## config.mk

```make
export PLATFORM = sky130hd
export DESIGN_NAME = npu_window_feeder_flat
export DESIGN_NICKNAME = d
export VERILOG_FILES = /design/src/rtl/npu_window_feeder_pkg.sv /design/src/rtl/npu_window_feeder_if.sv /design/src/rtl/npu_col_shiftreg.sv /design/src/rtl/npu_window_feeder.sv /design/src/flat_wrapper.sv
export SDC_FILE = /design/constraint.sdc
export NUM_CORES = 1
export LEC_CHECK = 0
export ABC_AREA = 1
export ABC_CLOCK_PERIOD_IN_PS = 2400
export BUFFER_PORTS_ARGS = -buffer_cell sky130_fd_sc_hd__buf_4
export CORE_ASPECT_RATIO = 1.5
export CORE_MARGIN = 3
export CORE_UTILIZATION = 54
export DETAILED_ROUTE_END_ITERATION = 6
export GPL_TIMING_DRIVEN = 0
export MAX_ROUTING_LAYER = met4
export PLACE_DENSITY = 0.82
export RECOVER_POWER = 50
export SLEW_MARGIN = 20
export SYNTH_ARGS = -nofsm -noshare
export SYNTH_HDL_FRONTEND = slang
export SYNTH_SLANG_ARGS = --single-unit
```

## constraint.sdc

```tcl
create_clock -name clk -period 2.4 [get_ports clk]
set_input_delay 0.48 -clock clk [delete_from_list [all_inputs] [get_ports clk]]
set_output_delay 0.48 -clock clk [all_outputs]
set_load 0.01 [all_outputs]
```

## src/rtl/npu_window_feeder_pkg.sv

```systemverilog
// Shared defaults, state encoding and pixel/column/window types for the
// NPU window feeder.
package npu_pkg;

  localparam int NPU_N          = 10;
  localparam int NPU_K_SIZE     = 3;
  localparam int NPU_DATA_WIDTH = 8;
  localparam int NPU_COLS       = NPU_N + NPU_K_SIZE - 1;

  typedef enum logic [1:0] {
    IDLE   = 2'd0,
    FILL   = 2'd1,
    STREAM = 2'd2,
    DONE   = 2'd3
  } feeder_state_t;

  typedef logic [NPU_DATA_WIDTH-1:0] pix_t;
  typedef pix_t [NPU_K_SIZE-1:0]     col_t;
  typedef col_t [NPU_K_SIZE-1:0]     win_t;

  // Window index width; a single-window job still needs one bit.
  function automatic int idx_width(input int n);
    return (n <= 1) ? 1 : $clog2(n);
  endfunction

endpackage

```

## src/rtl/npu_window_feeder_if.sv

```systemverilog
// Column-in / window-out handshake bundle between the column buffer, the
// window feeder (slave) and the PE core side (master).
interface npu_window_feeder_if
  import npu_pkg::*;
#(
  parameter int N          = NPU_N,
  parameter int K_SIZE     = NPU_K_SIZE,
  parameter int DATA_WIDTH = NPU_DATA_WIDTH
);
  localparam int IDX_W = idx_width(N);

  logic                                 col_valid_i;
  logic                                 col_ready_o;
  logic [K_SIZE*DATA_WIDTH-1:0]         col_data_i;
  logic                                 win_valid_o;
  logic                                 win_ready_i;
  logic [K_SIZE*K_SIZE*DATA_WIDTH-1:0]  win_data_o;
  logic [IDX_W-1:0]                     win_idx_o;
  logic                                 win_last_o;

  modport slave (
    input  col_valid_i, col_data_i, win_ready_i,
    output col_ready_o, win_valid_o, win_data_o, win_idx_o, win_last_o
  );

  modport master (
    output col_valid_i, col_data_i, win_ready_i,
    input  col_ready_o, win_valid_o, win_data_o, win_idx_o, win_last_o
  );

endinterface

```

## src/rtl/npu_col_shiftreg.sv

```systemverilog
// K_SIZE-deep column shift register. Column 0 (lowest bits) is the oldest;
// a shift drops it and appends the new column at column K_SIZE-1.
module npu_col_shiftreg
  import npu_pkg::*;
#(
  parameter int K_SIZE     = NPU_K_SIZE,
  parameter int DATA_WIDTH = NPU_DATA_WIDTH
) (
  input  logic                               clk,
  input  logic                               i_clear_n,
  input  logic                               i_shift,
  input  logic [K_SIZE*DATA_WIDTH-1:0]        i_col,
  output logic [K_SIZE*K_SIZE*DATA_WIDTH-1:0] o_win
);
  localparam int COL_W = K_SIZE * DATA_WIDTH;

  logic [K_SIZE*COL_W-1:0] r_win;

  // Shift columns toward index 0 on each accepted column; clear is synchronous.
  always_ff @(posedge clk) begin
    if (!i_clear_n) begin
      r_win <= '0;
    end else if (i_shift) begin
      for (int c = 0; c < K_SIZE - 1; c++) begin
        r_win[c*COL_W +: COL_W] <= r_win[(c+1)*COL_W +: COL_W];
      end
      r_win[(K_SIZE-1)*COL_W +: COL_W] <= i_col;
    end
  end

  assign o_win = r_win;

endmodule

```

## src/rtl/npu_window_feeder.sv

```systemverilog
// Sliding-window feeder: turns a stream of K_SIZE-pixel columns into
// N stride-1 K_SIZE x K_SIZE windows for the PE core.
//
// state  | meaning
// IDLE   | waiting for start_i; no columns accepted
// FILL   | loading the first K_SIZE columns
// STREAM | presenting windows; one new column per window after the first
// DONE   | one-cycle done_o pulse, then back to IDLE
module npu_window_feeder
  import npu_pkg::*;
#(
  parameter int N          = NPU_N,
  parameter int K_SIZE     = NPU_K_SIZE,
  parameter int DATA_WIDTH = NPU_DATA_WIDTH
) (
  input  logic               clk,
  input  logic               reset,
  input  logic               start_i,
  output logic               busy_o,
  output logic               done_o,
  npu_window_feeder_if.slave bus
);
  localparam int COLS  = N + K_SIZE - 1;
  localparam int CNT_W = $clog2(COLS + 1);
  localparam int IDX_W = idx_width(N);
  localparam int WIN_W = K_SIZE * K_SIZE * DATA_WIDTH;

  feeder_state_t    r_state, w_state_nxt;
  logic [CNT_W-1:0] r_cols_in, w_cols_in_nxt;
  logic [IDX_W-1:0] r_win_idx, w_win_idx_nxt;
  logic             r_win_valid, w_win_valid_nxt;
  logic             w_col_ready;
  logic             w_col_acc;
  logic             w_win_hs;
  logic             w_is_last;
  logic             w_busy;
  logic             w_done;
  logic [WIN_W-1:0] w_win;

  // Column ready depends on win_ready_i in STREAM so a window handshake and
  // the next column can complete in the same cycle; never on col_valid_i.
  always_comb begin
    w_col_ready = 1'b0;
    case (r_state)
      FILL:    w_col_ready = 1'b1;
      STREAM:  w_col_ready = (r_cols_in < CNT_W'(COLS)) &&
                             (!r_win_valid || bus.win_ready_i);
      default: w_col_ready = 1'b0;
    endcase
  end

  assign w_col_acc = bus.col_valid_i & w_col_ready;
  assign w_win_hs  = r_win_valid & bus.win_ready_i;
  assign w_is_last = (r_win_idx == IDX_W'(N - 1));

  // Next-state, counter and window-valid decode.
  always_comb begin
    w_state_nxt     = r_state;
    w_cols_in_nxt   = r_cols_in;
    w_win_idx_nxt   = r_win_idx;
    w_win_valid_nxt = r_win_valid;
    w_busy          = 1'b1;
    w_done          = 1'b0;
    case (r_state)
      IDLE: begin
        w_busy = 1'b0;
        if (start_i) begin
          w_state_nxt     = FILL;
          w_cols_in_nxt   = '0;
          w_win_idx_nxt   = '0;
          w_win_valid_nxt = 1'b0;
        end
      end
      FILL: begin
        if (w_col_acc) begin
          w_cols_in_nxt = r_cols_in + 1'b1;
          if (r_cols_in == CNT_W'(K_SIZE - 1)) begin
            w_state_nxt     = STREAM;
            w_win_valid_nxt = 1'b1;
          end
        end
      end
      STREAM: begin
        if (w_col_acc) begin
          w_cols_in_nxt   = r_cols_in + 1'b1;
          w_win_valid_nxt = 1'b1;
        end else if (w_win_hs) begin
          w_win_valid_nxt = 1'b0;
        end
        if (w_win_hs) begin
          if (w_is_last) begin
            w_state_nxt = DONE;
          end else begin
            w_win_idx_nxt = r_win_idx + 1'b1;
          end
        end
      end
      DONE: begin
        w_done      = 1'b1;
        w_state_nxt = IDLE;
      end
      default: w_state_nxt = IDLE;
    endcase
  end

  // State register.
  always_ff @(posedge clk) begin
    if (!reset) begin
      r_state <= IDLE;
    end else begin
      r_state <= w_state_nxt;
    end
  end

  // Job counters and window-valid flag.
  always_ff @(posedge clk) begin
    if (!reset) begin
      r_cols_in   <= '0;
      r_win_idx   <= '0;
      r_win_valid <= 1'b0;
    end else begin
      r_cols_in   <= w_cols_in_nxt;
      r_win_idx   <= w_win_idx_nxt;
      r_win_valid <= w_win_valid_nxt;
    end
  end

  npu_col_shiftreg #(
    .K_SIZE     (K_SIZE),
    .DATA_WIDTH (DATA_WIDTH)
  ) u_col_shiftreg (
    .clk       (clk),
    .i_clear_n (reset),
    .i_shift   (w_col_acc),
    .i_col     (bus.col_data_i),
    .o_win     (w_win)
  );

  assign busy_o          = w_busy;
  assign done_o          = w_done;
  assign bus.col_ready_o = w_col_ready;
  assign bus.win_valid_o = r_win_valid;
  assign bus.win_data_o  = w_win;
  assign bus.win_idx_o   = r_win_idx;
  assign bus.win_last_o  = r_win_valid & w_is_last;

endmodule

```

## src/flat_wrapper.sv

```systemverilog
// flat-port wrapper written by rule: the top's interface ports become plain ports
module npu_window_feeder_flat import npu_pkg::*;
#(
  parameter int N          = NPU_N,
  parameter int K_SIZE     = NPU_K_SIZE,
  parameter int DATA_WIDTH = NPU_DATA_WIDTH
)
  (clk, reset, start_i, busy_o, done_o, bus_col_valid_i, bus_col_data_i, bus_win_ready_i, bus_col_ready_o, bus_win_valid_o, bus_win_data_o, bus_win_idx_o, bus_win_last_o);
  npu_window_feeder_if #(.N(N), .K_SIZE(K_SIZE), .DATA_WIDTH(DATA_WIDTH)) bus_i ();
  input  logic clk;
  input  logic reset;
  input  logic start_i;
  output logic busy_o;
  output logic done_o;
  input wire logic [$bits(bus_i.col_valid_i)-1:0] bus_col_valid_i;
  input wire logic [$bits(bus_i.col_data_i)-1:0] bus_col_data_i;
  input wire logic [$bits(bus_i.win_ready_i)-1:0] bus_win_ready_i;
  output wire logic [$bits(bus_i.col_ready_o)-1:0] bus_col_ready_o;
  output wire logic [$bits(bus_i.win_valid_o)-1:0] bus_win_valid_o;
  output wire logic [$bits(bus_i.win_data_o)-1:0] bus_win_data_o;
  output wire logic [$bits(bus_i.win_idx_o)-1:0] bus_win_idx_o;
  output wire logic [$bits(bus_i.win_last_o)-1:0] bus_win_last_o;
  assign bus_i.col_valid_i = bus_col_valid_i;
  assign bus_i.col_data_i = bus_col_data_i;
  assign bus_i.win_ready_i = bus_win_ready_i;
  assign bus_col_ready_o = bus_i.col_ready_o;
  assign bus_win_valid_o = bus_i.win_valid_o;
  assign bus_win_data_o = bus_i.win_data_o;
  assign bus_win_idx_o = bus_i.win_idx_o;
  assign bus_win_last_o = bus_i.win_last_o;
  npu_window_feeder #(.N(N), .K_SIZE(K_SIZE), .DATA_WIDTH(DATA_WIDTH)) u_core (.clk(clk), .reset(reset), .start_i(start_i), .busy_o(busy_o), .done_o(done_o), .bus(bus_i));
endmodule
```

## Yosys cells after proc, flatten, opt, wreduce, memory -nomap -nowiden

Index checks and enable logic that the tools add are counted.
W data, S select, Z words.

| storage, ports and cells | value |
|---|---|
| flip-flop bits (word level) | 83 |
| input bits | 29 |
| word-level logic and storage cells | 57 |

| operators by class | value |
|---|---|
| add/sub/neg operators | 2 |
| order comparisons | 1 |
| equal/unequal tests | 13 |
| mux-type cells | 21 |
| bitwise logic cells | 3 |
| reduce and logical (&&, ||, !) cells | 12 |

Operators by type and width:

| kind | number |
|---|---|
| $mux W4 | 4 |
| $pmux W4 S2 | 2 |
| $mux W2 | 5 |
| $reduce_and A5 Y1 | 2 |
| $add A4 B1 Y4 const B | 2 |
| $ne A2 B1 Y1 const B | 4 |
| $pmux W2 S4 | 1 |
| $mux W1 | 7 |
| $ne A2 B2 Y1 const B | 3 |
| $eq A2 B2 Y1 const B | 2 |
| $eq A4 B2 Y1 const B | 1 |
| $eq A4 B4 Y1 const B | 1 |
| $lt A4 B4 Y1 const B | 1 |
| $reduce_and A4 Y1 | 1 |
| $reduce_bool A2 Y1 | 2 |
| $and A1 B1 Y1 | 3 |
| $ne A3 B2 Y1 const B | 1 |
| $pmux W1 S3 | 1 |
| $reduce_and A3 Y1 | 1 |
| $reduce_bool A3 Y1 | 1 |
| $eq A2 B1 Y1 const B | 1 |
| $logic_not A2 Y1 | 1 |
| $pmux W1 S2 | 1 |
| $reduce_or A2 Y1 | 1 |
| other kinds (3) | 3 |

## Longest topological paths before layout

| logic depth | value |
|---|---|
| word-level depth | 7 |
| mapped depth | 11 |
| depth with buffers taken out | 10 |

## By module

Synthesis repeated with hierarchy kept, for this count alone.

| second synthesis, totals | value |
|---|---|
| cell total of the unflattened synthesis | 564 |
| area total of the unflattened synthesis | 3736.1 µm² |

By module, submodules not included:

| module | times used | cells an instance | area an instance (µm²) | seq. area each (µm²) |
|---|---|---|---|---|
| npu_col_shiftreg | 1 | 456 | 2959.1 | 1441.4 |
| npu_window_feeder | 1 | 108 | 777.0 | 220.2 |

## Least setup slack after synthesis

Ideal clock, no wire load.

| path | value |
|---|---|
| path kind | reg-to-output |
| from | register u_core.r_state[0] |
| to | output bus_col_ready_o |
| arrival | 1.322 ns |
| setup slack | 0.598 ns |
| cell stages (with the launch flop) | 6 |
| buffers on the path | 1 |
| cell sequence | dfxtp_1 > inv_1 > ha_1 > inv_2 > a21oi_4 > buf_6 |

| on the way | value |
|---|---|
| cells in the longest elaborated chain, start to end | 2 |
| elaborated cells on any way between the ends | 3 |

Ends and longest elaborated chain:

| element | RTL line | source |
|---|---|---|
| start, declared | npu_window_feeder.sv:28 | `feeder_state_t r_state, w_state_nxt;` |
| start signal, assigned | npu_window_feeder.sv:111 | `r_state <= w_state_nxt;` |
| $eq A2 B2 Y1 / $eq A2 B1 Y1 (equally long branches) | npu_window_feeder.sv:44 | `case (r_state)` |
| $pmux W1 S2 * | npu_window_feeder.sv:44 |  |
| end, declared | flat_wrapper.sv:18 | `output wire logic [$bits(bus_i.col_ready_o)-1:0] bus_col_ready_o;` |

Every way passes the cells marked *; elsewhere a longest branch is shown, timed or not.

## Worst setup path in the final report

Ends and elaborated chain as after synthesis.

==> impl_metrics.ini <==
[status]
status = finished clean

[power]
seq_power_share_pct = 38.3
fin_total_pwr_mw = 4.11
p_sw_share_pct = 37.6
combPwrFrac_pct = 34.8
p_clk_share_pct = 26.8
power.internal_mw = 2.56
power_density_nw_per_um2 = 971
p_leak_nw = 1.54
vdd_drop_max_mv = 1.10
switchingPower_mw = 1.55

[timing]
rsz0062_at_grt = no
period_share_pct = 94.9
slew_headroom_pct = 60.1
max_freq_mhz = 439
finalMaxSlewViolations = 0
period_minus_slack_ns = 2.28
hold_violations = 0
finClkSkew_ns = 0.00886
setup_violations = 0
tightest_slew_ns = 0.598
tns_ns = 0
layout_setup_ws_ns = 0.121

[setup_path]
startpoint_type = register
worstPathArrival_ns = 1.80
critical_path.max_fanout = 10
cp_cell_sequence = inv_1, ha_1, inv_2, a21oi_4, buf_6, buf_4
worstPathRequired_ns = 1.92
crit_slowest_cell = dfxtp_1
critPathMaxStageDelay_ns = 0.42
end_kind = output port
criticalPathCategory = reg -> out

[cts]
postCtsSetupBuffers = 1
cts-root-buf = clkbuf_8
clk_path_buf_depth = 2
cts_sinks = 83
clock_latency_ns = 0.36
cts_tree = yes
htreeDepth = 3
cts_buffers = 9
cts_hold_buffers = 0
path_clk_slew_ns = 0.08
postCtsResizedCells = 0

[synth]
ys_types = 20
yosysMostFrequentCell = nand2_1
ys_warn_count = 0
synth-main-ff-cell = dfxtp_1
synth-seq-area-share_pct = 48.8
syn_area_per_cell_um2 = 7.88
ys_top_cells_by_count = 94 x nand2_1, 83 x a21oi_1, 83 x dfxtp_1
synthesis.nets = 471
yosys.area.top_type = dfxtp_1
syn_inst = 432
yosysTopAreaCellShare_pct = 48.8
async_flop_share_pct = 0
synth_seq_cells = 83
synth_edf_count = 0
synth.cell_area_um2 = 3410
synth_area_leaders = dfxtp_1 49%, a21oi_1 12%, nand3_1 12%

[drt]
drtPass1Iterations = 5
wl_met1_um = 3650
wl_met2_um = 5220
drc = 0
drt_wl_total_um = 9570
wl_per_cell_um = 15.2
avgViaCountPerCell = 5.39
dr.first_iter.drc_count = 186
drtAntennaViolNets = 0
num_vias = 3393
top_layer_used = met4
dr_wl_met3_um = 480

[job]
cap_viol_max_count = 0

[global_route]
grt_pass1_wl_um = 15000
grt_util_all_layers_pct = 26.6
grt_pass1_vias = 3248
grt-ovfl-total = 0
grt_max_degree = 15
antenna_found_initial = 0

[layout]
stdcell_count = 630
antenna_cells = 0
nFillCells = 566
drive_above_1_share_pct = 12.4
nets = 592
finalInstanceArea_um2 = 4230
multi_input_area_um2 = 1450
regArea_um2 = 1660
synthToLayoutAreaGrowth_pct = 24.3

[place]
dpl_cell_area_um2 = 4310
gp_congestion = 0.888
dp_hpwl_um = 7210
place_inst = 613
portBuffers = 109
pre_cts_slack_ns = 0.273

[min_path]
hold_class = in -> reg

[floorplan]
dieArea_um2 = 7320
rows = 34
fp.coreArea_um2 = 5960
die_x_um = 70.8
io_pins = 110
chipHeight_um = 103
start_util_pct = 57.2
-- critical path, delay by kind of cell, from the launching register on --
kind                     cells  cell delay [ns]
AO/OA/AOI/OAI                1             0.15
adder cells (fa/ha/maj)      1             0.38
buffers and inverters        4             0.50
flip-flops                   1             0.42
-- worst paths after layout --
path                            depth (start not counted)                               to                             from  slack, ns
worst min-delay path                                    3  u_core.u_col_shiftreg.o_win[65]               bus_col_data_i[17]       0.39
worst min register to register                          2  u_core.u_col_shiftreg.o_win[12]  u_core.u_col_shiftreg.o_win[12]       0.47
worst max-delay path                                    6                  bus_col_ready_o                u_core.r_state[0]       0.12
worst max register to register                          8  u_core.u_col_shiftreg.o_win[30]                u_core.r_state[0]       0.20
-- routing by layer --
layer  vias to the layer above  global-route usage, %
met2                       107                   49.5
li1                       1686                      -
met3                        23                   4.64
met4                         0                   10.1
met5                         -                      -
met1                      1577                   27.8
-- sequential cells by signal, indices dropped and copies added (netlist names) --
register	count
u_core.bus.win_idx_o	4
u_core.bus.win_valid_o	1
u_core.r_cols_in	4
u_core.r_state	2
u_core.u_col_shiftreg.o_win	72
-- through the flow --
stage	utilization (%)	hold WS, ns
finish	71.1	0.389
global route	71.1	0.396
floorplan	-	0.474
global placement	72.4	0.451
detailed placement	72.4	0.455
CTS	76.2	0.389
-- power by group through the flow --
stage	combinational, mW	clock (mW)	sequential, mW
6_report	1.43	1.10	1.58
5_1_grt	1.58	1.16	1.59
4_1_cts	1.50	1.10	1.57
3_5_place_dp	1.48	0	1.61
3_3_place_gp	1.42	0	1.60
2_1_floorplan	0.999	0	1.62
-- final cells by class --
| cell class | instances | area share, % |
|---|---|---|
| multi-input cells | 296 | 34.3 |
| inverters | 22 | 1.95 |
| well taps | 72 | 2.13 |
| plain buffers | 31 | 4.96 |
| repair buffers | 110 | 12.3 |
| flip-flops and latches | 83 | 39.2 |
| clock inverters | 6 | 2.10 |
| clock buffers | 10 | 3.01 |
-- logic make-up after synthesis --
logic type | after synthesis | synth area share, %
simple gates | 191 | 24.3
compound gates | 92 | 13.9
flops | 83 | 48.8
buf+inv | 53 | 8.60
fa+ha+maj | 10 | 3.67
xor+xnor | 3 | 0.772
-- placed cells by master (no fill, tap or decap) --
cell type and instances:
a21oi_4 1, ha_1 10, clkinvlp_4 2, clkbuf_1 91, clkbuf_8 9, clkinv_2 1, nand4_1 1, bufinv_16 2
inv_6 1, o21ai_0 8, nor2_1 13, buf_6 7, clkbuf_4 1, buf_4 37, inv_2 1, a21oi_1 83
xnor2_1 1, nand3_2 1, nand3_1 80, inv_1 21, nor3_1 2, dfxtp_1 83, nand2_1 94, xor2_1 2
buf_2 6
No activity file was read; power rests on OpenSTA's default activity.
